$ cat config.mk
export PLATFORM = sky130hd
export DESIGN_NAME = pipe_skid_reg
export DESIGN_NICKNAME = d
export VERILOG_FILES = /design/src/rtl/pipe_pkg.sv /design/src/rtl/pipe_sat_cnt.sv /design/src/rtl/pipe_skid_reg.sv
export SDC_FILE = /design/constraint.sdc
export NUM_CORES = 1
export LEC_CHECK = 0
export BUFFER_PORTS_ARGS = -buffer_cell sky130_fd_sc_hd__buf_2
export CORE_ASPECT_RATIO = 0.9
export CORE_MARGIN = 3
export CORE_UTILIZATION = 50
export CTS_CLUSTER_SIZE = 16
export DETAILED_ROUTE_END_ITERATION = 6
export MAX_ROUTING_LAYER = met4
export PLACE_DENSITY = 0.72
export SYNTH_ARGS = -nofsm -noshare
export SYNTH_HDL_FRONTEND = slang
export SYNTH_SLANG_ARGS = --single-unit
export TNS_END_PERCENT = 10
$ cat constraint.sdc
create_clock -name clk -period 4.45 [get_ports clk]
set_input_delay 0.445 -clock clk [delete_from_list [all_inputs] [get_ports clk]]
set_output_delay 0.445 -clock clk [all_outputs]
set_load 0.01 [all_outputs]
$ cat src/rtl/pipe_pkg.sv
// Shared pipeline-register types: skid-stage state encoding, default NOP bundle
// and field widths of the ID/EX, EX/MEM and MEM/WB stage bundles.
package pipe_pkg;

  typedef enum logic [1:0] {
    PIPE_EMPTY = 2'd0,
    PIPE_BUSY  = 2'd1,
    PIPE_FULL  = 2'd2
  } pipe_state_e;

  localparam int unsigned PIPE_REG_ID_W   = 4;
  localparam int unsigned PIPE_DATA_W     = 16;
  localparam int unsigned PIPE_IDEX_CTRL_W  = 8;
  localparam int unsigned PIPE_EXMEM_CTRL_W = 4;
  localparam int unsigned PIPE_MEMWB_CTRL_W = 2;

  localparam logic [PIPE_DATA_W-1:0] PIPE_NOP_DEFAULT = '0;

  typedef struct packed {
    logic [PIPE_IDEX_CTRL_W-1:0] ctrl;
    logic [PIPE_REG_ID_W-1:0]    rs1;
    logic [PIPE_REG_ID_W-1:0]    rs2;
    logic [PIPE_REG_ID_W-1:0]    rd;
    logic [PIPE_DATA_W-1:0]      op_a;
    logic [PIPE_DATA_W-1:0]      op_b;
  } pipe_idex_t;

  typedef struct packed {
    logic [PIPE_EXMEM_CTRL_W-1:0] ctrl;
    logic [PIPE_REG_ID_W-1:0]     rd;
    logic [PIPE_DATA_W-1:0]       alu_res;
    logic [PIPE_DATA_W-1:0]       st_data;
  } pipe_exmem_t;

  typedef struct packed {
    logic [PIPE_MEMWB_CTRL_W-1:0] ctrl;
    logic [PIPE_REG_ID_W-1:0]     rd;
    logic [PIPE_DATA_W-1:0]       wb_data;
  } pipe_memwb_t;

  // State encoding is chosen so that it equals the number of held entries.
  function automatic logic [1:0] pipe_occupancy(input pipe_state_e s);
    return 2'(s);
  endfunction

endpackage

$ cat src/rtl/pipe_sat_cnt.sv
// Saturating up-counter with enable; sticks at all-ones until reset.
module pipe_sat_cnt #(
  parameter int unsigned CNT_W = 16
) (
  input  logic             clk,
  input  logic             rst_n,
  input  logic             en_i,
  output logic [CNT_W-1:0] cnt_o
);

  logic [CNT_W-1:0] cnt_q, cnt_d;

  always_comb begin
    cnt_d = cnt_q;
    if (en_i && (cnt_q != {CNT_W{1'b1}})) begin
      cnt_d = cnt_q + CNT_W'(1);
    end
  end

  always_ff @(posedge clk or negedge rst_n) begin
    if (!rst_n) begin
      cnt_q <= '0;
    end else begin
      cnt_q <= cnt_d;
    end
  end

  assign cnt_o = cnt_q;

endmodule

$ cat src/rtl/pipe_skid_reg.sv
// Elastic valid/ready pipeline register with a two-entry skid buffer and flush-to-NOP.
// Optional stall/flush performance counters when PIPE_PERF_CNT_EN is defined.
module pipe_skid_reg
  import pipe_pkg::*;
#(
  parameter int unsigned       WIDTH     = PIPE_DATA_W,
  parameter logic [WIDTH-1:0]  NOP_VALUE = {WIDTH{1'b0}},
  parameter int unsigned       CNT_W     = 16
) (
  input  logic             clk,
  input  logic             rst,
  input  logic             flush,
  input  logic             in_valid,
  output logic             in_ready,
  input  logic [WIDTH-1:0] in_data,
  output logic             out_valid,
  input  logic             out_ready,
  output logic [WIDTH-1:0] out_data,
  output logic [1:0]       occupancy
`ifdef PIPE_PERF_CNT_EN
  ,
  output logic [CNT_W-1:0] stall_cnt,
  output logic [CNT_W-1:0] flush_cnt
`endif
);

  if (WIDTH < 1 || CNT_W < 1) begin : g_param_chk
    $error("pipe_skid_reg: WIDTH and CNT_W must be at least 1");
  end

  pipe_state_e      state_q, state_d;
  logic [WIDTH-1:0] main_q, main_d;
  logic [WIDTH-1:0] skid_q, skid_d;
  logic             in_ready_q, in_ready_d;
  logic             out_valid_q, out_valid_d;
  logic [1:0]       occ_q, occ_d;
  logic             load, unload;

  // Next-state and datapath; flush overrides any handshake on the same edge.
  always_comb begin
    state_d = state_q;
    main_d  = main_q;
    skid_d  = skid_q;
    load    = in_valid & in_ready_q;
    unload  = out_valid_q & out_ready;
    if (flush) begin
      state_d = PIPE_EMPTY;
      main_d  = NOP_VALUE;
      skid_d  = NOP_VALUE;
    end else begin
      unique case (state_q)
        PIPE_EMPTY: begin
          if (load) begin
            main_d  = in_data;
            state_d = PIPE_BUSY;
          end
        end
        PIPE_BUSY: begin
          if (load && !unload) begin
            skid_d  = in_data;
            state_d = PIPE_FULL;
          end else if (!load && unload) begin
            state_d = PIPE_EMPTY;
          end else if (load && unload) begin
            main_d  = in_data;
          end
        end
        PIPE_FULL: begin
          if (unload) begin
            main_d  = skid_q;
            state_d = PIPE_BUSY;
          end
        end
        default: state_d = PIPE_EMPTY;
      endcase
    end
    in_ready_d  = (state_d != PIPE_FULL);
    out_valid_d = (state_d != PIPE_EMPTY);
    occ_d       = pipe_occupancy(state_d);
  end

  always_ff @(posedge clk or negedge rst) begin
    if (!rst) begin
      state_q     <= PIPE_EMPTY;
      main_q      <= NOP_VALUE;
      skid_q      <= NOP_VALUE;
      in_ready_q  <= 1'b1;
      out_valid_q <= 1'b0;
      occ_q       <= 2'd0;
    end else begin
      state_q     <= state_d;
      main_q      <= main_d;
      skid_q      <= skid_d;
      in_ready_q  <= in_ready_d;
      out_valid_q <= out_valid_d;
      occ_q       <= occ_d;
    end
  end

  assign in_ready  = in_ready_q;
  assign out_valid = out_valid_q;
  assign out_data  = main_q;
  assign occupancy = occ_q;

`ifdef PIPE_PERF_CNT_EN
  logic stall_en, flush_en;

  assign stall_en = out_valid_q & ~out_ready;
  assign flush_en = flush & (occ_q != 2'd0);

  pipe_sat_cnt #(.CNT_W(CNT_W)) u_stall_cnt (
    .clk   (clk),
    .rst_n (rst),
    .en_i  (stall_en),
    .cnt_o (stall_cnt)
  );

  pipe_sat_cnt #(.CNT_W(CNT_W)) u_flush_cnt (
    .clk   (clk),
    .rst_n (rst),
    .en_i  (flush_en),
    .cnt_o (flush_cnt)
  );
`endif

endmodule
; ---- Yosys cells after proc, flatten, opt, wreduce, memory -nomap -nowiden
; Index checks and enable logic that the tools add are counted.
[totals]
register_bits = 36
input_bits = 21
[classes]
n_eq_ne = 8
mux = 16
n_bitwise = 2
reduce_logical = 12
[op_table]
columns = operator, n
row1 = 16-bit 2-to-1 mux, 9
row2 = 16-bit one-hot mux with 3 select lines, 1
row3 = "3-bit != test, second input constant", 5
row4 = 2-bit 2-to-1 mux, 5
row5 = 2-bit one-hot mux with 3 select lines, 1
row6 = 6-bit AND reduction, 1
row7 = 2-bit nonzero test, 3
row8 = 4-bit nonzero test, 1
row9 = 1-bit logical AND, 3
row10 = 1-bit AND, 2
row11 = "2-bit by 1-bit == test with 1-bit output, second input constant", 1
row12 = "2-bit == test, second input constant", 1
row13 = 1-bit logical NOT, 2
row14 = 2-bit logical NOT, 1
row15 = "2-bit != test, second input constant", 1
row16 = 2-bit AND reduction, 1

; ---- Longest topological paths before layout
[logic_depth]
depth_word = 8
ltp_mapped = 7
mapped_depth_nobuf = 4

; ---- Worst setup path after synthesis
; Ideal clock, no wire load.
[synth_path]
path_type = register to register
startpoint = reg in_ready_q (netlist: in_ready)
endpoint = reg main_q[0] (netlist: out_data[0])
setup_ps = 148
arrival_ps = 1448
t_required_ps = 4302
slack_ps = 2854
path_stages_with_launch = 7
n_path_buf = 2
period_less_slack_ps = 1596
path_cell_list = dfstp_2 > nand3b_1 > nor2_2 > or2_1 > buf_6 > buf_6 > a311oi_2
[synth_between]
elab_chain_cells = 5
word_cells_on_any_way = 10
[synth_lines]
columns = item, line_no
row1 = start: declaration, pipe_skid_reg.sv:34  ; logic in_ready_q, in_ready_d;
row2 = start signal: assignment, pipe_skid_reg.sv:94  ; in_ready_q <= in_ready_d;
row3 = 1-bit AND (*), pipe_skid_reg.sv:44  ; load = in_valid & in_ready_q;
row4 = 1-bit logical NOT, pipe_skid_reg.sv:62  ; end else if (!load && unload) begin
row5 = 1-bit logical AND, pipe_skid_reg.sv:62
row6 = 3-bit != test (no source line), --
row7 = 6-bit AND reduction (no source line) (*), --
row8 = end signal: assignment, pipe_skid_reg.sv:92  ; main_q <= main_d;
row9 = end: declaration, pipe_skid_reg.sv:32  ; logic [WIDTH-1:0] main_q, main_d;
; Every way passes the cells marked *; elsewhere a longest branch is shown, timed or not.
; A chain may end at the register's enable or synchronous reset.

==> flow_metrics.py <==
metrics = {
    "global_routing": {
        "overflow": 0,
        "grt_pass1_vias": 1340,
        "grt_max_degree": 37,
        "track_usage_pct": 21.34,
        "grt_pass1_wl_mm": 6.299,
        "grt_antenna_before_repair": 0,
    },
    "layout": {
        "n_antenna_cell": 0,
        "syn2layout_area_growth_pct": 15.64,
        "drive_gt1_share_pct": 27.91,
        "mostFrequentLayoutCell": "nand2_1",
        "fin_nets": 235,
        "final_cell_mix": "nand2_1 (65), buf_2 (40), dfrtp_1 (35)",
        "num-fill-cells": 283,
    },
    "placed_design": {
        "place_hpwl_mm": 2.566,
        "gp_congestion": 0.8034,
        "io_buffers": 40,
    },
    "clock_network": {
        "post_cts_buffers": 0,
        "cts_root_buf": "clkbuf_8",
        "cts_tree": "built",
        "cts_sinks": 36,
        "cts_resized": 0,
        "clk_latency_ps": 290,
        "cts_hold_buf": 0,
        "clockBufferDepth": 2,
        "path_clk_slew_ps": 70,
        "cts_buffers": 5,
        "cts_max_level": 2,
    },
    "floorplan": {
        "core-area_sq_um": 3162,
        "num_io_pins": 41,
        "die_h_microns": 61.51,
        "start_util_pct": 54.14,
        "rows": 19,
        "die_w_microns": 67.68,
        "dieArea_sq_um": 4162,
    },
    "synthesis": {
        "yosys.area.top_type": "dfrtp_1",
        "netlist_area_sq_um": 1712,
        "ys_ff_latch": 36,
        "synthCells": 181,
        "ys.flop_type": "dfrtp_1",
        "ys_warn_count": 0,
        "ys_seq_area_share_pct": 52.70,
        "yosysUniqueCellTypes": 23,
        "async_reset_ff_share_pct": 100.0,
        "avgSynthCellArea_sq_um": 9.457,
        "netlist_top_cells_area": "dfrtp_1 (51%), nand2_1 (14%), a311oi_2 (8.8%)",
        "netlist.area_leader.share_pct": 51.17,
        "synth-edff-count": 0,
        "syn_nets": 202,
    },
    "sta": {
        "worst_pin_slew_ps": 792.1,
        "slew-limit-headroom_pct": 47.20,
        "finClkSkew_ps": 3.190,
        "slew_violations": 0,
        "rsz0062_at_grt": "false",
        "final-hold-violation-count": 0,
        "tns_ps": 0,
        "setup_viol": 0,
        "period_share_pct": 58.57,
        "fin_crit_ps": 2606,
        "fmaxAchievable_mhz": 383.7,
    },
    "power": {
        "power_density_nw_per_um2": 389.8,
        "p_leak_nw": 0.9011,
        "ir_drop_uv": 242.4,
        "finalPower_mw": 0.7716,
    },
    "critical_path": {
        "arrival_ps": 2730,
        "crit_slowest_cell": "or2_1",
        "worstSetupPathType": "reg2reg",
        "crit_path_start_kind": "register",
        "end_kind": "register",
        "crit_chain": "nand2b_1, a21oi_4, or2_1, a311oi_2",
        "path_max_fanout": 19,
        "crit_family": "simple AND/OR/NAND/NOR gates",
        "cp_num_buf_inv": 0,
        "cpPeakStageDelay_ps": 660,
        "critPathRequiredTime_ps": 4570,
    },
    "outcome": {
        "outcome": "complete, no violations",
    },
    "detailed_routing": {
        "ant_nets": 0,
        "wl_per_cell_microns": 15.18,
        "avgViaCountPerCell": 5.739,
        "wl_mm": 3.901,
        "drtPass1Iterations": 4,
        "drc_errors": 0,
        "vias": 1475,
        "drt_iter0_markers": 101,
    },
    "min_path": {
        "hp-class": "in2async",
    },
    "flow_run": {
        "maxCapViolCount": 0,
    },
}
-- state kept, by name, summed over array words and instances (netlist names) --
register,flops
out_data,16
skid_q,16
occupancy,2
in_ready,1
out_valid,1
-- kinds of logic (layout without fill, tap and decap cells) --
kind of cell / after synthesis / in the layout / synth area share [%]
AOI/OAI and AO/OA: 39 / 39 / 20.03
buffers and inverters: 16 / 50 / 5.043
DFF: 36 / 36 / 52.70
and+or+nand+nor: 90 / 90 / 22.22
-- cell type report --
| type | count | area, sq um | share of cell area, % |
|---|---|---|---|
| Timing Repair Buffer | 41 | 207.7 | 10.49 |
| Sequential cell | 36 | 902.1 | 45.58 |
| Inverter | 1 | 3.754 | 0.1896 |
| Multi-Input combinational cell | 129 | 723.2 | 36.54 |
| Tap cell | 42 | 52.55 | 2.655 |
| Clock buffer | 8 | 90.09 | 4.551 |
-- cells in the mapped netlist (2+ instances only) --
master    count
nand2_1      65
dfrtp_1      35
a21oi_1      18
nor3_1       16
a311oi_2     10
clkbuf_1      8
a311oi_1      7
buf_2         3
buf_6         3
nand2b_1      2
nor2_1        2
-- metrics by stage --
| stage | hold slack, ps | instance area [sq um] | setup WS [ps] | std cells | utilization, % |
|---|---|---|---|---|---|
| final | 233.3 | 1979 | 1844 | 257 | 62.60 |
| after global routing | 286.5 | 1979 | 1635 | 257 | 62.60 |
| after CTS | 263.5 | 1979 | 1853 | 257 | 62.60 |
| after detailed placement | 517.8 | 1889 | 1869 | 249 | 59.75 |
| after global placement | 514.2 | 1889 | 1984 | 249 | 59.75 |
| after floorplan | 149.4 | 1712 | 2854 | 181 | - |
-- worst paths after layout --
kind                       cells past startpoint  slack, ps           end          from
setup / recovery                               4       1840  out_data[12]  occupancy[0]
hold / removal                                 1        230  out_data[12]           rst
setup reg to reg                               4       1840  out_data[12]  occupancy[0]
hold reg to reg                                2        530     skid_q[3]     skid_q[3]
max in group asynchronous                      1       3720  occupancy[0]           rst
min in group clk                               3        390     skid_q[3]    in_data[3]
-- routing by layer --
layer / global-route usage [%] / wire length [microns] / vias up
met5: - / 0 / -
met4: 6.069 / 36 / 0
met3: 6.204 / 307 / 6
met2: 34.81 / 1882 / 49
met1: 25.88 / 1675 / 723
li1: - / - / 697
-- power by group --
group          leakage, nW  internal (mW)  switching (mW)
clock               0.0455          0.126           0.114
combinational        0.375         0.0609          0.0954
sequential           0.481          0.356          0.0185
No activity file was read; power rests on OpenSTA's default activity.
